<file path="src/rtl/oneshot_scheduler.sv">
// Shared monostable timer: latches falling-edge requests from several trigger
// channels and services them round-robin, one exact-length pulse at a time.
module oneshot_scheduler #(
    parameter int unsigned  CHANNELS  = 4,
    parameter int unsigned  COUNT_W   = 16,
    parameter bit           RETRIGGER = 1'b0,
    localparam int unsigned ID_W      = $clog2(CHANNELS)
) (
    input  logic                        clk_i,
    input  logic                        rst_n_i,
    input  logic [CHANNELS-1:0]         trg_n_i,
    input  logic [CHANNELS*COUNT_W-1:0] duration_i,
    output logic [CHANNELS-1:0]         out_o,
    output logic                        busy_o,
    output logic [ID_W-1:0]             active_id_o,
    output logic [CHANNELS-1:0]         pending_o
);

    typedef enum logic [1:0] {
        S_IDLE  = 2'd0,
        S_COUNT = 2'd1,
        S_END   = 2'd2
    } state_e;

    state_e              state_q, state_d;
    logic [COUNT_W-1:0]  cnt_q, cnt_d;
    logic [COUNT_W-1:0]  dur_q, dur_d;
    logic [ID_W-1:0]     last_q, last_d;
    logic [ID_W-1:0]     id_q, id_d;
    logic [CHANNELS-1:0] pend_q, pend_d;
    logic [CHANNELS-1:0] out_q, out_d;
    logic                busy_q, busy_d;
    logic [CHANNELS-1:0] prev_q;
    logic                arm_q;

    logic [CHANNELS-1:0] detect;
    logic [CHANNELS-1:0] set_mask;
    logic [CHANNELS-1:0] clr_mask;
    logic                grant_vld;
    logic [ID_W-1:0]     grant_idx;
    logic [ID_W-1:0]     cand;
    int unsigned         idx;

    // arm_q masks the first edge after reset so a trigger held low through reset is ignored
    assign detect = arm_q ? (prev_q & ~trg_n_i) : '0;

    // Round-robin search starting just after the last granted channel
    always_comb begin
        grant_vld = 1'b0;
        grant_idx = '0;
        idx       = 0;
        cand      = '0;
        for (int unsigned off = 1; off <= CHANNELS; off++) begin
            idx = 32'(last_q) + off;
            if (idx >= CHANNELS) begin
                idx = idx - CHANNELS;
            end
            cand = ID_W'(idx);
            if (!grant_vld && pend_q[cand]) begin
                grant_vld = 1'b1;
                grant_idx = cand;
            end
        end
    end

    always_comb begin
        state_d  = state_q;
        cnt_d    = cnt_q;
        dur_d    = dur_q;
        last_d   = last_q;
        id_d     = id_q;
        set_mask = detect;
        clr_mask = '0;

        case (state_q)
            S_IDLE: begin
                if (grant_vld) begin
                    clr_mask[grant_idx] = 1'b1;
                    last_d = grant_idx;
                    id_d   = grant_idx;
                    dur_d  = duration_i[32'(grant_idx)*COUNT_W +: COUNT_W];
                    cnt_d  = '0;
                    if (dur_d != '0) begin
                        state_d = S_COUNT;
                    end
                end
            end
            S_COUNT: begin
                if (RETRIGGER && detect[id_q]) begin
                    set_mask[id_q] = 1'b0;
                    cnt_d          = '0;
                end else if (cnt_q == dur_q - COUNT_W'(1)) begin
                    state_d = S_END;
                    cnt_d   = '0;
                end else begin
                    cnt_d = cnt_q + COUNT_W'(1);
                end
            end
            S_END: begin
                state_d = S_IDLE;
                cnt_d   = '0;
            end
            default: begin
                state_d = S_IDLE;
                cnt_d   = '0;
            end
        endcase

        // A fresh edge wins over the grant clear so it stays queued
        pend_d = (pend_q & ~clr_mask) | set_mask;
        busy_d = (state_d == S_COUNT);
        out_d  = busy_d ? (CHANNELS'(1) << id_d) : '0;
    end

    always_ff @(posedge clk_i or negedge rst_n_i) begin
        if (!rst_n_i) begin
            state_q <= S_IDLE;
            cnt_q   <= '0;
            dur_q   <= '0;
            last_q  <= ID_W'(CHANNELS - 1);
            id_q    <= '0;
            pend_q  <= '0;
            out_q   <= '0;
            busy_q  <= 1'b0;
            prev_q  <= '1;
            arm_q   <= 1'b0;
        end else begin
            state_q <= state_d;
            cnt_q   <= cnt_d;
            dur_q   <= dur_d;
            last_q  <= last_d;
            id_q    <= id_d;
            pend_q  <= pend_d;
            out_q   <= out_d;
            busy_q  <= busy_d;
            prev_q  <= trg_n_i;
            arm_q   <= 1'b1;
        end
    end

    assign out_o       = out_q;
    assign busy_o      = busy_q;
    assign active_id_o = id_q;
    assign pending_o   = pend_q;

endmodule
</file>
<file path="config.mk">
export PLATFORM = sky130hd
export DESIGN_NAME = oneshot_scheduler
export DESIGN_NICKNAME = d
export VERILOG_FILES = /design/src/rtl/oneshot_scheduler.sv
export SDC_FILE = /design/constraint.sdc
export NUM_CORES = 1
export LEC_CHECK = 0
export BUFFER_PORTS_ARGS = -buffer_cell sky130_fd_sc_hd__buf_2
export CAP_MARGIN = 20
export CORE_ASPECT_RATIO = 0.9
export CORE_UTILIZATION = 35
export DETAILED_ROUTE_END_ITERATION = 10
export PLACE_DENSITY = 0.54
export SLEW_MARGIN = 20
export SYNTH_ARGS = -nofsm -noshare
export SYNTH_HDL_FRONTEND = slang
export SYNTH_SLANG_ARGS = --single-unit
</file>
<file path="constraint.sdc">
create_clock -name clk_i -period 3.2 [get_ports clk_i]
set_input_delay 0.16 -clock clk_i [delete_from_list [all_inputs] [get_ports clk_i]]
set_output_delay 0.16 -clock clk_i [all_outputs]
set_load 0.02 [all_outputs]
</file>
---- After elaboration in Yosys (flattened, before gate mapping) ----
Cells that the tools add are included.
cells by class
  add/subtract/negate cells ............... 10
  magnitude comparators ................... 10
  equality and inequality tests ........... 4
  shift-type cells ........................ 2
  mux-type cells .......................... 35
  bitwise logic cells ..................... 5
  reduce and logical (&&, ||, !) cells .... 10
operators by type and width
  operator               number
  $shiftx 64x7->16       1
  $mux 16                2
  $pmux 16 s2            1
  $mux 2                 13
  $add 16x1->16 const B  1
  $eq 16x16->1           1
  $mux 4                 4
  $reduce_bool 16->1     1
  $sub 16x1->16 const B  1
  $lt 2x3->1 const B     5
  $ge 3x3->1 const B     3
  $mux 1                 9
  $and 4x4->4            2
  $bmux 1 s2             4
  $not 4->4              2
  $sub 2x1->2 const B    4
  $add 2x2->3 const B    2
  $add 2x3->4 const B    1
  $eq 2x1->1 const B     2
  $ge 4x3->1 const B     1
  $logic_and 1x1->1      4
  $or 4x4->4             1
  $pmux 2 s2             1
  $shl 1x2->4 const A    1
  7 further kinds        9
storage, ports and cells
  register bits ........................... 52
  input port bits ......................... 70
  output and inout bits ................... 11
  logic and storage cells ................. 86

---- Depth between registers and ports, before layout ----
Gate-level depths: netlist (run 1).
  depth in word-level cells ............... 24
  mapped depth ............................ 10
  mapped depth without buffers ............ 9

---- Worst setup path before layout (run 1) ----
OpenSTA, ideal clock, no wires.
  path type ............................... reg-to-reg
  from .................................... register dur_q[2]
  to ...................................... register cnt_q[1]
  setup time .............................. 0.121 ns
  data arrival time ....................... 2.404 ns
  required time ........................... 3.079 ns
  slack ................................... 0.675 ns
  stages on the path, launching flop included .. 9
  path buffers ............................ 2
  clock period less this slack ............ 2.525 ns
  cell sequence ........................... dfrtp_1 buf_6 or4_4 o31a_1 or4b_4 nand3_2 a311oi_4 buf_6 a22o_1
between the ends
  longest elaborated chain between the ends .. 4
RTL lines
  what                      RTL line  RTL
  start: declaration        27        logic [COUNT_W-1:0] dur_q, dur_d;
  start signal: assignment  130       dur_q <= dur_d;
  $sub 16x1->16             92        end else if (cnt_q == dur_q - COUNT_W'(1)) begin
  $eq 16x16->1              92
  $mux 16                   92
  $pmux 16 s2               75        case (state_q)
  end signal: assignment    129       cnt_q <= cnt_d;
  end: declaration          26        logic [COUNT_W-1:0] cnt_q, cnt_d;
Every way passes these cells.
A chain may end at the register's enable or synchronous reset.

---- Worst setup path in the final report (run 1) ----
  from .................................... register dur_q[2]
  to ...................................... register cnt_q[9]
The elaborated chain is that of the path after synthesis.

==> results.py, run 1 <==
metrics = {
    "setup_path": {
        "cp_top_family": "simple AND/OR/NAND/NOR gates",
        "slowest_delay_ns": 0.61,
        "cp_max_fo": 13,
        "setup.worst_path.start_class": "flip-flop",
        "cp_data_arrival_time_ns": 3.08,
        "crit_path_top_delay_cell": "or4_4",
        "cp_data_required_time_ns": 3.38,
        "path_cells": "or4_4 > o31a_1 > or4b_4 > nand3_2 > a311oi_4 > nor2_2 > nor2_1",
        "path_buf_inv": 0,
        "cp-end-kind": "flip-flop",
        "worstSetupPathType": "flip-flop to flip-flop",
    },
    "yosys": {
        "yosys.area.top_type": "dfrtp_1",
        "synth.avg_cell_area_um2": 10.08,
        "synth_area_um2": 3347,
        "ys_ff_latch": 52,
        "yosys_warnings": 0,
        "synth_fp_nets": 404,
        "seq_area_frac_synth_pct": 39.10,
        "synth_area_leaders": "dfrtp_1, mux2i_1, xor2_1",
        "ys.flop_type": "dfrtp_1",
        "synthArstFlopShare_pct": 100.0,
        "synth-edff-count": 0,
        "synthCells": 332,
        "synth_cell_type_count": 60,
        "synth_top_area_share_pct": 34.39,
    },
    "global_routing": {
        "antenna_found_initial": 0,
        "gr-total-overflow": 0,
        "grt_max_degree": 36,
        "grt_pass1_vias": 2584,
        "track_usage_pct": 16.16,
        "grt_pass1_wl_um": 12740,
    },
    "final_layout": {
        "final_area_um2": 4020,
        "areaGrowthSynthToFinish_pct": 20.11,
        "antenna_cells": 0,
        "drive_gt1_share_pct": 29.09,
        "final_common_cell": "buf_2",
        "final_cell_mix": "buf_2, dfrtp_1, mux2i_1, nor2_1, xor2_1",
        "nNetsFinal": 487,
        "nFillCells": 923,
    },
    "sta": {
        "worst_pin_slew_ns": 1.000,
        "max_freq_ghz": 0.3457,
        "fin_crit_ns": 2.892,
        "skew_ns": 0.005832,
        "holdWs_ns": 0.3551,
        "rsz0062_at_grt": "false",
        "drv_slew": 0,
        "setup-tns-final_ns": 0,
        "setup_viol": 0,
        "finalHoldViolations": 0,
        "finalCritPeriodShare_pct": 90.39,
        "max_slew_margin_pct": 32.39,
    },
    "clocking": {
        "clock-sinks": 52,
        "htree_levels": 2,
        "clockBufferDepth": 2,
        "cts_tree": "done",
        "cts.clk_slew.worst_paths_ns": 0.10,
        "numCtsBuffers": 5,
        "cts_root_buf": "clkbuf_8",
        "clk_latency_ns": 0.30,
        "cts_setup_buffers": 0,
    },
    "pwr": {
        "clockPowerShare_pct": 26.8,
        "p_int_mw": 1.049,
        "power_frac_comb_pct": 20.2,
        "power_switching_mw": 0.4449,
        "worst_ir_drop_vdd_mv": 0.1934,
        "power_density_nw_per_um2": 371.7,
        "pwr-share-seq_pct": 53.0,
        "p_leak_nw": 1.824,
        "sw_frac_of_total_pct": 29.78,
    },
    "run_status": {
        "status": "completed",
    },
    "route": {
        "drc": 0,
        "finalWirelength_um": 7866,
        "drt_first_iter_violations": 122,
        "vias": 2746,
        "dr_wl_met3_um": 334,
        "first_pass_iters": 4,
        "via_per_inst": 5.104,
        "wl_met1_um": 4071,
        "top_layer_used": "met4",
        "ant_nets": 0,
        "wl_per_cell_um": 14.62,
        "met2WireLength_um": 3386,
    },
    "floorplan": {
        "fp-row-count": 33,
        "initial_utilization_pct": 36.35,
        "ios": 81,
        "die_width_um": 105.1,
        "die_h_um": 94.77,
        "fp.coreArea_um2": 9208,
        "die_area_um2": 9958,
    },
    "hold_path": {
        "hold_path.class": "input pin to flip-flop",
    },
    "flow_run": {
        "maxCapViolations": 0,
    },
    "place": {
        "post_dp_cell_area_um2": 3876,
        "dpl.hpwl_um": 6191,
        "portBuffers": 80,
        "gp_congestion": 0.8489,
    },
}
## path summary, 6_finish.rpt
check,slack (ns),startpoint,endpoint,cells after the start
setup / recovery,0.31,dur_q[2]$_DFFE_PN0P_,cnt_q[9]$_DFFE_PN0P_,7
max in group asynchronous,2.00,rst_n_i,prev_q[3]$_DFF_PN1_,3
min in group asynchronous,0.37,rst_n_i,cnt_q[10]$_DFFE_PN0P_,2
setup reg to reg,0.31,dur_q[2]$_DFFE_PN0P_,cnt_q[9]$_DFFE_PN0P_,7
hold / removal,0.36,duration_i[1],dur_q[1]$_DFFE_PN0P_,4
hold reg to reg,0.50,prev_q[2]$_DFF_PN1_,pending_o[2]$_DFF_PN0_,2
## synthesized netlist by cell type (9+ instances only)
cell,instances
nor3_1,10
xor2_1,20
xnor2_1,11
nand3_1,9
inv_1,11
mux2i_1,42
a211oi_1,9
nor4_1,9
nand2_1,16
dfrtp_1,46
mux2_2,11
nor2_1,25
nor2b_1,9
## flip-flops by register name (all words and copies together) (netlist names)
signal       flops
active_id_o      2
arm_q            1
busy_o           1
cnt_q           16
dur_q           16
last_q           2
out_o            4
pending_o        4
prev_q           4
state_q          2
## power by group through the flow
stage | combinational (mW) | sequential (mW) | clock, mW
final | 0.302 | 0.791 | 0.400
after global routing | 0.338 | 0.801 | 0.434
after CTS | 0.306 | 0.791 | 0.412
after detailed placement | 0.302 | 0.802 | 0
after global placement | 0.300 | 0.802 | 0
after floorplan | 0.211 | 0.773 | 0
## metrics by stage
stage / total power [mW] / instances / utilization, % / worst slack, ns
final: 1.494 / 538 / 43.66 / 0.3075
after global routing: 1.573 / 538 / 43.66 / 0.05765
after CTS: 1.508 / 538 / 43.66 / 0.2712
after detailed placement: 1.103 / 525 / 42.10 / 0.2869
after global placement: 1.102 / 525 / 42.10 / 0.3139
after floorplan: 0.9842 / 332 / - / 0.6749
## tightest hold or removal path, stage by stage
cell and delay, ns:
buf_2 0.08, mux2i_1 0.05, mux2i_1 0.19, mux2_1 0.16
## layout make-up
cell class                 count  area [um2]  share of cell area, %
multi-input combinational    253        1924                  47.87
sequential                    52        1309                  32.56
timing repair buffer          91       495.5                  12.32
tap                          122       152.6                  3.797
clock buffer                   7       86.33                  2.148
inverter                      12       45.04                  1.120
clock inverter                 1       7.507                 0.1867
## cells by family (layout without fill, tap and decap cells)
kind of cell	count (synthesis)	count (layout)	share of synthesized area [%]
AOI/OAI and AO/OA	53	53	12.60
muxes	57	57	17.61
and+or+nand+nor	109	109	17.98
buffers and inverters	27	111	3.738
xor gates and xnor gates	31	31	8.112
DFF	52	52	39.10
adders and majority gates	2	2	0.7475
other	1	1	0.1120
## metal layers
layer | track usage [%] | vias to the layer above
met3 | 2.622 | 7
met4 | 3.756 | 0
li1 | - | 1374
met2 | 25.11 | 85
met5 | 0 | -
met1 | 23.46 | 1280
## timing repair
item | CTS | global route
hold buffers | 5 | 0
resized for setup | 0 | 0
endpoints found under the hold margin | 28 | 0
No activity file was read; power rests on OpenSTA's default activity.
==> run 2: changes to the inputs <==
Clock period 3.2 ns to 3.6 ns, I/O delays scaled along.
==> run 2 against run 1 <==
  * The flow now finishes with violations (negative hold slack)
  * Register-to-register slack better by 0.44 ns
  * Wire length is 0.66% lower
  * Hold slack worse by 0.38 ns
  * Power is 8.0% lower
  * Critical path depth stayed put
  * Clock skew is 0.0029 ns higher
  * Die area stayed put
  * Clock power hardly changed
  * Cell count is 0.56% lower
  * Final area is 0.19% lower
  * Sequential share of layout area is 0.061 points higher
  * First-iteration DRC count is 4.9% lower
  * Critical endpoint unchanged
==> results.py, run 2 (synthesized netlist as in run 1, its figures left out) <==
metrics = {
    "final_layout": {
        "final_cell_mix": "buf_2, dfrtp_1, mux2i_1, nor2_1, xor2_1",
        "drive_gt1_share_pct": 29.06,
        "nNetsFinal": 484,
        "areaGrowthSynthToFinish_pct": 19.89,
        "nFillCells": 926,
        "antenna_cells": 0,
        "reg.largest.list": "cnt_q: 16 flops, dur_q: 16 flops",
        "final_common_cell": "buf_2",
        "fin_util_pct": 43.58,
    },
    "route": {
        "wl_met1_um": 3920,
        "wl_per_cell_um": 14.61,
        "drc": 0,
        "top_layer_used": "met4",
        "first_pass_iters": 4,
        "ant_nets": 0,
        "drt_first_iter_violations": 116,
        "finalWirelength_um": 7814,
        "via_per_inst": 5.086,
        "met2WireLength_um": 3445,
        "vias": 2721,
        "dr_wl_met3_um": 432,
    },
    "sta": {
        "holdWs_ns": -0.02264,
        "worst_pin_slew_ns": 0.9681,
        "setup_viol": 0,
        "finalCritPeriodShare_pct": 79.26,
        "fin_crit_ns": 2.853,
        "max_freq_ghz": 0.3505,
        "finalHoldViolations": 23,
        "rsz0062_at_grt": "false",
        "drv_slew": 0,
        "setup-tns-final_ns": 0,
        "max_slew_margin_pct": 34.58,
        "skew_ns": 0.008734,
    },
    "global_routing": {
        "grt_pass1_wl_um": 12370,
        "track_usage_pct": 15.77,
        "antenna_found_initial": 0,
        "gr-total-overflow": 0,
        "grt_max_degree": 53,
        "grt_pass1_vias": 2478,
    },
    "floorplan": {
        "fp-row-count": 33,
        "die_h_um": 94.77,
        "ios": 81,
        "die_width_um": 105.1,
        "die_area_um2": 9958,
        "fp.coreArea_um2": 9208,
        "initial_utilization_pct": 36.35,
    },
    "clocking": {
        "clockBufferDepth": 2,
        "cts_setup_buffers": 0,
        "numCtsBuffers": 5,
        "cts_tree": "done",
        "cts.clk_slew.worst_paths_ns": 0.09,
        "cts_root_buf": "clkbuf_8",
        "htree_levels": 2,
        "clk_latency_ns": 0.30,
        "clock-sinks": 52,
    },
    "flow_run": {
        "maxCapViolations": 0,
    },
    "setup_path": {
        "cp_data_arrival_time_ns": 3.03,
        "setup.worst_path.start_class": "flip-flop",
        "cp_data_required_time_ns": 3.77,
        "worstSetupPathType": "flip-flop to flip-flop",
        "cp_max_fo": 13,
        "cp-end-kind": "flip-flop",
    },
    "hold_path": {
        "hold_path.class": "input pin to asynchronous set/reset pin",
    },
    "pwr": {
        "power_density_nw_per_um2": 342.5,
        "clockPowerShare_pct": 29.0,
        "worst_ir_drop_vdd_mv": 0.1676,
        "p_leak_nw": 1.820,
        "pwr-share-seq_pct": 51.2,
        "power_frac_comb_pct": 19.8,
        "sw_frac_of_total_pct": 28.66,
        "power_switching_mw": 0.3939,
        "p_int_mw": 0.9805,
    },
    "place": {
        "gp_congestion": 0.8416,
        "dpl.hpwl_um": 6236,
        "portBuffers": 80,
    },
    "run_status": {
        "status": "finished with violations",
        "violations": "negative hold slack",
    },
}
## run 2: cell types whose count changed in the layout (fill, tap and decap cells not counted)
cell,change
buf_4,-2
bufinv_16,+1
clkbuf_1,-1
clkbuf_8,-1
clkinv_2,+1
dlygate4sd3_1,-1
## run 2: path summary, 6_finish.rpt
kind | startpoint | endpoint | slack [ns] | cells after the start
setup / recovery | dur_q[2]$_DFFE_PN0P_ | cnt_q[9]$_DFFE_PN0P_ | 0.75 | 7
hold / removal | rst_n_i | cnt_q[11]$_DFFE_PN0P_ | -0.02 | 2
setup reg to reg | dur_q[2]$_DFFE_PN0P_ | cnt_q[9]$_DFFE_PN0P_ | 0.75 | 7
hold reg to reg | prev_q[2]$_DFF_PN1_ | pending_o[2]$_DFF_PN0_ | 0.49 | 2
max in group asynchronous | rst_n_i | dur_q[7]$_DFFE_PN0P_ | 3.17 | 2
min in group clk_i | duration_i[1] | dur_q[1]$_DFFE_PN0P_ | 0.37 | 4
## run 2: area by class of cell
cell class | count | area (um2) | area share [%]
inverter | 12 | 45.04 | 1.123
clock inverter | 3 | 42.54 | 1.060
tap | 122 | 152.6 | 3.804
timing repair buffer | 88 | 470.5 | 11.72
multi-input combinational | 253 | 1924 | 47.96
clock buffer | 5 | 68.82 | 1.715
sequential | 52 | 1309 | 32.62
## run 2: layer usage
| layer | up-vias | global-route usage [%] |
|---|---|---|
| li1 | 1363 | - |
| met1 | 1275 | 22.77 |
| met3 | 2 | 3.175 |
| met4 | 0 | 2.817 |
| met5 | - | 0 |
| met2 | 81 | 24.61 |
## run 2: power by group through the flow
stage               Sequential, mW  Combinational [mW]  Clock [mW]
finish                       0.704               0.273       0.398
global route                 0.713               0.303       0.436
CTS                          0.703               0.274       0.412
detailed placement           0.712               0.272           0
global placement             0.712               0.267           0
floorplan                    0.687               0.188           0
## run 2: repair_timing
| action | 4_1_cts | 5_1_grt |
|---|---|---|
| hold buffers | 4 | 0 |
| hold endpoints to repair | 4 | 0 |
| gates resized for setup | 0 | 0 |
## run 2: worst max-delay path, stage by stage, from the launching register on
cell,delay (ns)
dfrtp_1,0.48
or4_4,0.60
o31a_1,0.31
or4b_4,0.51
nand3_2,0.11
a311oi_4,0.18
nor2_2,0.43
nor2_1,0.10
## run 2: through the flow
stage / hold WS [ns] / area, um2 / total power [mW] / setup WS, ns / instances
after floorplan: -0.1156 / 3347 / 0.8748 / 1.075 / 332
after global placement: 0.2972 / 3861 / 0.9793 / 0.7888 / 523
after detailed placement: 0.2986 / 3861 / 0.9838 / 0.7198 / 523
after CTS: 0.01554 / 4013 / 1.389 / 0.7037 / 535
after global routing: 0.05415 / 4013 / 1.452 / 0.5724 / 535
final: -0.02264 / 4013 / 1.374 / 0.7466 / 535
==> run 3: changes to the inputs <==
Settings changed: PLACE_DENSITY 0.54 to 0.56.
Clock period 3.6 ns to 2.4 ns, I/O delays scaled along.
==> run 3 against run 2 <==
  * The run ends with negative setup slack left
  * Hold slack improved by 0.31 ns
  * Sequential share of layout area is 3.2 points lower
  * Sequential cell count did not move
  * Setup slack got worse by 0.75 ns
  * Wire length grew 6.5%
  * Clock-buffer cell count rose by 1
  * Non-clock buffer count rose by 35
  * Final area up 11%
==> results.py, run 3 (synthesized netlist as in run 1, its figures left out) <==
metrics = {
    "run_status": {
        "status": "finished with violations",
        "violations": "negative setup slack",
    },
    "route": {
        "first_pass_iters": 4,
        "drc": 0,
        "wl_per_cell_um": 14.59,
        "via_per_inst": 4.967,
        "vias": 2831,
        "finalWirelength_um": 8319,
        "ant_nets": 0,
        "drt_first_iter_violations": 94,
    },
    "floorplan": {
        "die_width_um": 105.1,
        "die_area_um2": 9958,
        "fp.coreArea_um2": 9208,
        "initial_utilization_pct": 36.35,
        "fp-row-count": 33,
        "ios": 81,
        "die_h_um": 94.77,
    },
    "final_layout": {
        "final_area_um2": 4449,
        "final_common_cell": "buf_2",
        "final_cell_mix": "buf_2, dfrtp_1, mux2i_1, buf_4, nor2_1",
        "nFillCells": 878,
        "nNetsFinal": 519,
        "areaGrowthSynthToFinish_pct": 32.93,
        "multi_input_area_um2": 1996,
        "fin_util_pct": 48.32,
        "antenna_cells": 0,
        "drive_gt1_share_pct": 36.16,
        "seqCellArea_um2": 1309,
        "reg.largest.list": "cnt_q: 16 flops, dur_q: 16 flops",
    },
    "pwr": {
        "power_density_nw_per_um2": 473.3,
        "p_leak_nw": 2.042,
        "total_power_mw": 2.106,
        "worst_ir_drop_vdd_mv": 0.2397,
    },
    "setup_path": {
        "endpoint": "cnt_q[1]$_DFFE_PN0P_",
        "reg2reg_depth": 7,
        "cp-end-kind": "flip-flop",
        "crit_path_top_delay_cell": "or4_4",
        "r2r-start": "dur_q[3]$_DFFE_PN0P_",
        "setup.worst_path.start_class": "flip-flop",
        "r2r-end": "cnt_q[1]$_DFFE_PN0P_",
        "worstSetupPathType": "flip-flop to flip-flop",
        "cp_max_fo": 5,
        "slowest_delay_ns": 0.53,
        "path_cells": "or4_4 > o31a_1 > or4b_4 > nand3_4 > a311oi_4 > buf_4 > a22o_1",
        "cp_data_arrival_time_ns": 2.61,
        "rrSetupSlack_ns": -0.002,
        "cp_data_required_time_ns": 2.60,
        "critPathLaunch": "dur_q[3]$_DFFE_PN0P_",
    },
    "global_routing": {
        "use_met3_pct": 3.796,
        "grt_pass1_wl_um": 13660,
        "track_usage_pct": 17.58,
        "grt_pass1_vias": 2740,
        "use_met2_pct": 28.70,
        "gr-total-overflow": 0,
        "grt_util_met1_pct": 24.38,
        "antenna_found_initial": 0,
        "grt_most_used_layer": "met2",
        "grt_max_degree": 53,
    },
    "clocking": {
        "numCtsBuffers": 5,
        "cts_tree": "done",
        "clk_latency_ns": 0.32,
        "htree_levels": 2,
        "clockBufferDepth": 2,
        "cts_root_buf": "clkbuf_8",
        "cts.clk_slew.worst_paths_ns": 0.10,
        "clock-sinks": 52,
    },
    "sta": {
        "finalCritPeriodShare_pct": 100.1,
        "max_slew_margin_pct": 55.07,
        "max_freq_ghz": 0.4163,
        "setup_viol": 2,
        "fin_crit_ns": 2.402,
        "worst_pin_slew_ns": 0.6724,
        "finalHoldViolations": 0,
        "holdWs_ns": 0.2900,
        "rsz0062_at_grt": "true",
        "setup_ws_ns": -0.001939,
        "drv_slew": 0,
        "skew_ns": 0.01329,
    },
    "place": {
        "post_dp_cell_area_um2": 4160,
        "portBuffers": 80,
        "dpl.hpwl_um": 6558,
        "gp_congestion": 0.8332,
    },
    "flow_run": {
        "maxCapViolations": 0,
    },
    "hold_path": {
        "hold_path.class": "input pin to flip-flop",
    },
}
run 3: power breakdown:
part / switching, mW / internal [mW]
registers: 0.0986 / 0.944
logic: 0.209 / 0.254
clock network: 0.290 / 0.310
total: 0.597 / 1.51
run 3: what timing repair did:
| item | in CTS | in global routing |
|---|---|---|
| pin swaps | 8 | 11 |
| cloned | 1 | 1 |
| endpoints found under the setup margin | 22 | 21 |
| hold buffers | 5 | 0 |
| hold endpoints to repair | 50 | 0 |
| resized for setup | 5 | 8 |
| buffers inserted | 1 | 1 |
run 3: critical path, delay by kind of cell, from the launching register on:
family          cells  cell delay (ns)
simple gates        3             1.12
compound gates      3             0.62
flops               1             0.38
buf+inv             1             0.18
run 3: area by class of cell:
cell class                      count  share of cell area [%]
Clock buffer                        6                   1.631
Timing Repair Buffer              123                   18.87
Multi-Input combinational cell    253                   44.85
Tap cell                          122                   3.431
Clock inverter                      2                  0.7874
Inverter                           12                   1.012
Sequential cell                    52                   29.42
run 3: per-stage QoR:
step | cells | TNS [ns] | setup WS (ns)
after floorplan | 332 | -0.03752 | -0.03226
after global placement | 553 | -0.4935 | -0.04628
after detailed placement | 553 | -1.307 | -0.08276
after CTS | 568 | -0.4979 | -0.04027
after global routing | 570 | -1.233 | -0.07864
final | 570 | -0.002537 | -0.001939
run 3: worst min path at each step:
stage | from | end | slack, ns | cells past startpoint
global route | duration_i[2] | dur_q[2]$_DFFE_PN0P_ | 0.34 | 4
global placement | rst_n_i | cnt_q[13]$_DFFE_PN0P_ | 0.14 | 2
detailed placement | rst_n_i | cnt_q[13]$_DFFE_PN0P_ | 0.14 | 2
finish | duration_i[2] | dur_q[2]$_DFFE_PN0P_ | 0.29 | 4
CTS | duration_i[2] | dur_q[2]$_DFFE_PN0P_ | 0.30 | 4
floorplan | rst_n_i | active_id_o[0]$_DFF_PN0_ | -0.18 | 0
run 3: layer usage:
layer | routed length [um] | part of all wire [%]
met1 | 4084 | 49
met2 | 3819 | 46
met3 | 366 | 4.4
met4 | 48 | 0.58
met5 | 0 | 0
